[src/rtl/fp_conv_pkg.sv]
// fp_conv_pkg: shared definitions for the FloPoCo -> IEEE converter pipe.
//   exn_e      : FloPoCo 2-bit exception field encodings
//   FLAG_*     : bit positions inside the 4-bit sticky flag vector {nan, inf, ovf, unf}
//   quiet_nan(): IEEE quiet-NaN pattern (sign 0, exp all ones, frac MSB set)
//                for a given exponent/fraction width, right-aligned in QNAN_MAX_W bits
package fp_conv_pkg;

  typedef enum logic [1:0] {
    EXN_ZERO = 2'b00,
    EXN_NORM = 2'b01,
    EXN_INF  = 2'b10,
    EXN_NAN  = 2'b11
  } exn_e;

  localparam logic [1:0] FLAG_UNF = 2'd0;
  localparam logic [1:0] FLAG_OVF = 2'd1;
  localparam logic [1:0] FLAG_INF = 2'd2;
  localparam logic [1:0] FLAG_NAN = 2'd3;

  localparam int unsigned QNAN_MAX_W = 128;

  function automatic logic [QNAN_MAX_W-1:0] quiet_nan(input int unsigned we, input int unsigned wf);
    logic [QNAN_MAX_W-1:0] r;
    r = ((QNAN_MAX_W'(1) << we) - QNAN_MAX_W'(1)) << wf;
    r = r | (QNAN_MAX_W'(1) << (wf - 1));
    return r;
  endfunction

endpackage

[src/rtl/fp_conv_pipe_if.sv]
// fp_conv_pipe_if: stream/handshake bundle of the converter pipe.
//   push_in/flopoco_float/tag_in/ready_out : upstream side
//   push_out/ieee_float/tag_out/stall_in   : downstream side
//   clr_flags/flags_out                    : sticky exception flags {nan, inf, ovf, unf}
//   master modport: the producer/consumer environment; slave modport: the pipe.
interface fp_conv_pipe_if #(
  parameter int unsigned WE    = 11,
  parameter int unsigned WF    = 52,
  parameter int unsigned TAG_W = 8
);
  logic                 push_in;
  logic [WE+WF+2:0]     flopoco_float;
  logic [TAG_W-1:0]     tag_in;
  logic                 ready_out;
  logic                 push_out;
  logic                 stall_in;
  logic [WE+WF:0]       ieee_float;
  logic [TAG_W-1:0]     tag_out;
  logic                 clr_flags;
  logic [3:0]           flags_out;

  modport master (
    output push_in, flopoco_float, tag_in, stall_in, clr_flags,
    input  ready_out, push_out, ieee_float, tag_out, flags_out
  );

  modport slave (
    input  push_in, flopoco_float, tag_in, stall_in, clr_flags,
    output ready_out, push_out, ieee_float, tag_out, flags_out
  );
endinterface

[src/rtl/fp_conv_core.sv]
// fp_conv_core: combinational FloPoCo -> IEEE conversion plus flag classification.
//   flopoco_float : {exn[1:0], sign, exp[WE-1:0], frac[WF-1:0]}
//   ieee_float    : {sign, exp[WE-1:0], frac[WF-1:0]}
//   flags         : class of this word {nan, inf, ovf, unf}
// Optional feature macro FP_CONV_SUBNORMAL_EN: exp==0 normals become rounded
// IEEE subnormals instead of flushing to signed zero.
module fp_conv_core
  import fp_conv_pkg::*;
#(
  parameter int unsigned WE = 11,
  parameter int unsigned WF = 52
) (
  input  logic [WE+WF+2:0] flopoco_float,
  output logic [WE+WF:0]   ieee_float,
  output logic [3:0]       flags
);

  localparam logic [QNAN_MAX_W-1:0] QNAN_FULL = quiet_nan(WE, WF);
  localparam logic [WE+WF:0]        QNAN      = QNAN_FULL[WE+WF:0];

  exn_e          exn;
  logic          sign;
  logic [WE-1:0] exp;
  logic [WF-1:0] frac;

  assign exn  = exn_e'(flopoco_float[WE+WF+2 -: 2]);
  assign sign = flopoco_float[WE+WF];
  assign exp  = flopoco_float[WE+WF-1 -: WE];
  assign frac = flopoco_float[WF-1:0];

`ifdef FP_CONV_SUBNORMAL_EN
  // Only frac[0] is shifted out, so frac[0]=1 is always an exact tie: round up
  // when the kept LSB is odd. Adding into the {exp,frac} field lets a carry out
  // of an all-ones fraction become exp 1, frac 0 on its own.
  logic [WE+WF-1:0] sub_mag;
  logic             sub_rnd;
  assign sub_mag = {{WE{1'b0}}, 1'b1, frac[WF-1:1]};
  assign sub_rnd = frac[0] & frac[1];
`endif

  always_comb begin
    ieee_float = '0;
    flags      = '0;
    case (exn)
      EXN_ZERO: ieee_float = {sign, {(WE+WF){1'b0}}};
      EXN_INF: begin
        ieee_float      = {sign, {WE{1'b1}}, {WF{1'b0}}};
        flags[FLAG_INF] = 1'b1;
      end
      EXN_NAN: begin
        ieee_float      = QNAN;
        flags[FLAG_NAN] = 1'b1;
      end
      EXN_NORM: begin
        if (exp == '1) begin
          ieee_float      = {sign, {WE{1'b1}}, {WF{1'b0}}};
          flags[FLAG_OVF] = 1'b1;
        end else if (exp == '0) begin
          flags[FLAG_UNF] = 1'b1;
`ifdef FP_CONV_SUBNORMAL_EN
          ieee_float = {sign, sub_mag + (WE+WF)'(sub_rnd)};
`else
          ieee_float = {sign, {(WE+WF){1'b0}}};
`endif
        end else begin
          ieee_float = {sign, exp, frac};
        end
      end
      default: ieee_float = '0;
    endcase
  end

endmodule

[src/rtl/fp_conv_pipe.sv]
// fp_conv_pipe: LAT-stage valid/stall pipe converting FloPoCo floats to IEEE.
//   clk, rst      : clock; asynchronous active-high reset
//   bus (slave)   : push_in/flopoco_float/tag_in/ready_out in,
//                   push_out/ieee_float/tag_out/stall_in out,
//                   clr_flags/flags_out sticky flags {nan, inf, ovf, unf}
// Stage 0 registers the fp_conv_core result; stages 1..LAT-1 only delay.
// The whole pipe advances unless the last stage is valid and stalled.
// Optional feature macro FP_CONV_SUBNORMAL_EN (see fp_conv_core).
module fp_conv_pipe
  import fp_conv_pkg::*;
#(
  parameter int unsigned WE    = 11,
  parameter int unsigned WF    = 52,
  parameter int unsigned LAT   = 2,
  parameter int unsigned TAG_W = 8
) (
  input logic          clk,
  input logic          rst,
  fp_conv_pipe_if.slave bus
);

  localparam int unsigned IW = WE + WF + 1;
  localparam int unsigned DW = IW + TAG_W + 4;

  logic [IW-1:0]             conv_ieee;
  logic [3:0]                conv_flags;
  logic                      advance;
  logic                      xfer;
  logic [LAT-1:0]            v_q;
  logic [LAT-1:0][DW-1:0]    st_q;
  logic [3:0]                out_cls;
  logic [3:0]                flags_q;

  fp_conv_core #(
    .WE (WE),
    .WF (WF)
  ) u_core (
    .flopoco_float (bus.flopoco_float),
    .ieee_float    (conv_ieee),
    .flags         (conv_flags)
  );

  assign advance       = !(bus.stall_in && v_q[LAT-1]);
  assign xfer          = v_q[LAT-1] && !bus.stall_in;
  assign bus.ready_out = advance;
  assign bus.push_out  = v_q[LAT-1];
  assign {bus.ieee_float, bus.tag_out, out_cls} = st_q[LAT-1];
  assign bus.flags_out = flags_q;

  // Bubbles shift through like words; data of an invalid stage is don't-care.
  always_ff @(posedge clk or posedge rst) begin
    if (rst) begin
      v_q  <= '0;
      st_q <= '0;
    end else if (advance) begin
      v_q[0]  <= bus.push_in;
      st_q[0] <= {conv_ieee, bus.tag_in, conv_flags};
      for (int unsigned i = 1; i < LAT; i++) begin
        v_q[i]  <= v_q[i-1];
        st_q[i] <= st_q[i-1];
      end
    end
  end

  // A set in the same cycle as a clear wins for its own bit.
  always_ff @(posedge clk or posedge rst) begin
    if (rst) begin
      flags_q <= '0;
    end else begin
      flags_q <= (bus.clr_flags ? 4'b0000 : flags_q) | (xfer ? out_cls : 4'b0000);
    end
  end

endmodule

[src/flat_wrapper.sv]
// flat-port wrapper written by rule: the top's interface ports become plain ports
module fp_conv_pipe_flat import fp_conv_pkg::*;
#(
  parameter int unsigned WE    = 11,
  parameter int unsigned WF    = 52,
  parameter int unsigned LAT   = 2,
  parameter int unsigned TAG_W = 8
)
  (clk, rst, bus_push_in, bus_flopoco_float, bus_tag_in, bus_stall_in, bus_clr_flags, bus_ready_out, bus_push_out, bus_ieee_float, bus_tag_out, bus_flags_out);
  fp_conv_pipe_if #(.WE(WE), .WF(WF), .TAG_W(TAG_W)) bus_i ();
  input logic clk;
  input logic rst;
  input wire logic [$bits(bus_i.push_in)-1:0] bus_push_in;
  input wire logic [$bits(bus_i.flopoco_float)-1:0] bus_flopoco_float;
  input wire logic [$bits(bus_i.tag_in)-1:0] bus_tag_in;
  input wire logic [$bits(bus_i.stall_in)-1:0] bus_stall_in;
  input wire logic [$bits(bus_i.clr_flags)-1:0] bus_clr_flags;
  output wire logic [$bits(bus_i.ready_out)-1:0] bus_ready_out;
  output wire logic [$bits(bus_i.push_out)-1:0] bus_push_out;
  output wire logic [$bits(bus_i.ieee_float)-1:0] bus_ieee_float;
  output wire logic [$bits(bus_i.tag_out)-1:0] bus_tag_out;
  output wire logic [$bits(bus_i.flags_out)-1:0] bus_flags_out;
  assign bus_i.push_in = bus_push_in;
  assign bus_i.flopoco_float = bus_flopoco_float;
  assign bus_i.tag_in = bus_tag_in;
  assign bus_i.stall_in = bus_stall_in;
  assign bus_i.clr_flags = bus_clr_flags;
  assign bus_ready_out = bus_i.ready_out;
  assign bus_push_out = bus_i.push_out;
  assign bus_ieee_float = bus_i.ieee_float;
  assign bus_tag_out = bus_i.tag_out;
  assign bus_flags_out = bus_i.flags_out;
  fp_conv_pipe #(.WE(WE), .WF(WF), .LAT(LAT), .TAG_W(TAG_W)) u_core (.clk(clk), .rst(rst), .bus(bus_i));
endmodule
[config.mk]
export PLATFORM = sky130hd
export DESIGN_NAME = fp_conv_pipe_flat
export DESIGN_NICKNAME = d
export VERILOG_FILES = /design/src/rtl/fp_conv_pkg.sv /design/src/rtl/fp_conv_pipe_if.sv /design/src/rtl/fp_conv_core.sv /design/src/rtl/fp_conv_pipe.sv /design/src/flat_wrapper.sv
export SDC_FILE = /design/constraint.sdc
export NUM_CORES = 1
export LEC_CHECK = 0
export ABC_CLOCK_PERIOD_IN_PS = 14600
export CAP_MARGIN = 20
export CORE_MARGIN = 3
export CORE_UTILIZATION = 45
export CTS_CLUSTER_DIAMETER = 150
export DETAILED_ROUTE_END_ITERATION = 7
export GPL_ROUTABILITY_DRIVEN = 0
export PLACE_DENSITY_LB_ADDON = 0.3
export SETUP_SLACK_MARGIN = 0.3
export SLEW_MARGIN = 20
export SYNTH_ARGS = -nofsm -noshare
export SYNTH_HDL_FRONTEND = slang
export SYNTH_HIERARCHICAL = 1
export SYNTH_SLANG_ARGS = --single-unit
[constraint.sdc]
create_clock -name clk -period 14.6 [get_ports clk]
set_clock_uncertainty 0.2 [all_clocks]
set_input_delay 4.38 -clock clk [delete_from_list [all_inputs] [get_ports clk]]
set_output_delay 4.38 -clock clk [all_outputs]
set_load 0.02 [all_outputs]
==> flow_summary_export.csv <==
group,metric,value,unit
setup_path,r2r_end,"u_core/st_q[62]$_DFFE_PP0N_",
grt,grt_pass1_wl,23700,um
route,wl_per_cell,16.6,um
power,p_sw_share,25.0,%
hold_path,hold_class,"reg -> reg",
clock_network,htreeDepth,4,
clock_network,numCtsBuffers,17,
layout,antenna_cells,0,
logic_synthesis,ys.flop_type,"dfrtp_1",
placement,port_buffers,156,
logic_synthesis,synth_fp_nets,637,
sta,report.final.hold_viol_count,0,
die,coreArea,0.0160,sq mm
layout,area_growth,20.9,%
setup_path,crit_end,"bus_ready_out",
power,ir_worst_vdd,0.0731,mV
power,p_int,0.000865,W
sta,period_needed,10.78,ns
logic_synthesis,synthTopCellsByCount,"dfrtp_1, mux2_2, buf_4, inv_1, nor4_1",
logic_synthesis,yosysUniqueCellTypes,25,
die,rows,46,
setup_path,reg2reg_depth,3,
logic_synthesis,synth_top_area_share,53.2,%
logic_synthesis,synth_area_leaders,"dfrtp_1, mux2_2, buf_4",
clock_network,clkTransAtPathRegs,0.06,ns
sta,report.final.slew_viol_count,0,
logic_synthesis,async_flop_share,100,%
route,ant_nets,0,
clock_network,cts_tree,"done",
sta,hold_ws,0.276,ns
clock_network,worstSkewPairLatency,0.42,ns
logic_synthesis,ys_seq_area_share,53.2,%
sta,fin_crit_sh,73.8,%
route,drc,0,
logic_synthesis,syn_avg_cell_area,13.3,sq um
logic_synthesis,yosys_register_bits,158,
placement,dpl_cell_area,0.00840,sq mm
die,io_pins,157,
die,die_h,135,um
route,vias,4322,
placement,dp_hpwl,9050,um
setup_path,critPathLaunch,"bus_stall_in",
grt,first_global_vias,4682,
grt,grt.overflow.total,0,
power,p_leak,4.16,nW
setup_path,cp.arrival,6.20,ns
power,p_switching,0.000289,W
logic_synthesis,synth_edf_count,0,
setup_path,cp-start-kind,"input port",
clock_network,ctsHoldBuffers,0,
clock_network,cts_setup_buffers,0,
route,wirelength,14200,um
layout,nets,709,
power,fin_total_pwr,0.00115,W
power,p_clk_share,37.5,%
clock_network,cts.sinks,158,
die,initial_core_util,46.5,%
run,cap_violations,0,
setup_path,rr_startpoint,"u_core/v_q[1]$_DFFE_PP0N_",
clock_network,clock_tree.buffer_depth,2,
power,seq_power_share,44.1,%
logic_synthesis,synth_warnings,6,
route,first_pass_iters,5,
logic_synthesis,syn_area,0.00744,sq mm
route,drt-vias-per-instance,5.03,
route,first_iter_violations,163,
power,power_frac_comb,18.4,%
setup_path,required,10.02,ns
setup_path,r2r_setup_slack,11.99,ns
grt,antenna_found_initial,0,
sta,fin_tns_setup,0,ns
setup_path,setup.worst_path.end_class,"primary output",
die,dieArea,0.0181,sq mm
grt,grt_max_degree,93,
power,power.density,128,mW/mm^2
status,outcome,"complete, no violations",
sta,slew_headroom,36.5,%
sta,rsz0062_at_grt,"false",
logic_synthesis,postSynthCellCount,558,
clock_network,cts_root_buf,"clkbuf_16",
logic_synthesis,yosysMostFrequentCell,"dfrtp_1",
sta,tightest_slew,0.952,ns
sta,fmax,0.0928,GHz
layout,drive_gt1_share,32.0,%
setup_path,cp_max_fo,64,
sta,setup_violations,0,
logic_synthesis,yosysTopAreaCell,"dfrtp_1",
setup_path,critPathKind,"in -> out",
layout,stdcell_area,0.00899,sq mm
clock_network,cts_resized,0,
grt,grt_use_total,16.4,%
die,die_w,135,um
[registers in the layout, summed over array words and instances, names as in the netlist]
name	flops
u_core/v_q	2
u_core/bus.flags_out	4
u_core/st_q	76
u_core/bus.tag_out	8
u_core/out_cls	4
u_core/bus.ieee_float	64
[placed cells by master, fill, tap and decap left out, types with 2 or more instances in the layout]
cell / n
clkdlybuf4s50_1: 156
clkinv_2: 4
nor4_1: 43
clkbuf_1: 2
nand2_1: 2
bufinv_16: 2
dfrtp_1: 158
a22o_1: 4
clkinv_4: 2
mux2_2: 153
clkbuf_16: 17
a21o_1: 11
buf_4: 4
inv_1: 53
clkinvlp_4: 2
nor4_2: 11
clkbuf_8: 3
[power by group through the flow]
stage               sequential [W]  combinational (W)  clock, W
floorplan                 0.000509           0.000167         0
global placement          0.000514           0.000211         0
detailed placement        0.000517           0.000215         0
CTS                       0.000510           0.000216  0.000446
global route              0.000515           0.000227  0.000464
finish                    0.000509           0.000212  0.000433
[layout make-up]
class | count | area [sq um]
tap | 216 | 270
timing repair buffer | 161 | 1600
clock inverter | 10 | 113
inverter | 54 | 208
multi-input combinational | 238 | 2370
sequential | 158 | 3950
clock buffer | 22 | 474
fill | 1319 | 7010
[through the flow]
step                      cells  util, %  setup WS, ns
final                       859     56.2          3.82
after detailed placement    827     52.5          3.77
after global placement      827     52.5          3.80
after global routing        859     56.2          3.70
after CTS                   859     56.2          3.78
after floorplan             558        -          5.24
[logic make-up after synthesis]
group | after synthesis | share of synthesized area [%]
AND/OR/NAND/NOR | 69 | 6.86
flip-flops | 158 | 53.2
AO/OA/AOI/OAI | 16 | 1.68
buffers and inverters | 162 | 15.1
multiplexers | 153 | 23.2
[critical path, cell delays in order]
cell and delay, ns:
clkdlybuf4s50_1 0.45, nand2_4 0.60, clkdlybuf4s50_1 0.75
[how the worst min path moves through the flow]
stage / endpoint / slack [ns] / from / depth (start not counted)
2_1_floorplan: u_core/v_q[1]$_DFFE_PP0N_ / 0.23 / u_core/v_q[0]$_DFFE_PP0N_ / 1
6_report: u_core/v_q[1]$_DFFE_PP0N_ / 0.28 / u_core/v_q[0]$_DFFE_PP0N_ / 1
4_1_cts: u_core/v_q[1]$_DFFE_PP0N_ / 0.29 / u_core/v_q[0]$_DFFE_PP0N_ / 1
5_1_grt: u_core/st_q[46]$_DFFE_PP0N_ / 0.32 / u_core/st_q[46]$_DFFE_PP0N_ / 1
3_3_place_gp: u_core/v_q[1]$_DFFE_PP0N_ / 0.25 / u_core/v_q[0]$_DFFE_PP0N_ / 1
3_5_place_dp: u_core/v_q[1]$_DFFE_PP0N_ / 0.27 / u_core/v_q[0]$_DFFE_PP0N_ / 1
[layer usage]
metal  vias to the layer above  routed length, um  track usage (%)
li1                       1987                  -                -
met1                      2202               6230             20.9
met2                       120               6700             25.9
met3                        13               1100             6.41
met4                         0                184             5.32
met5                         -                  0                0
(Power assumes the default switching activity.)
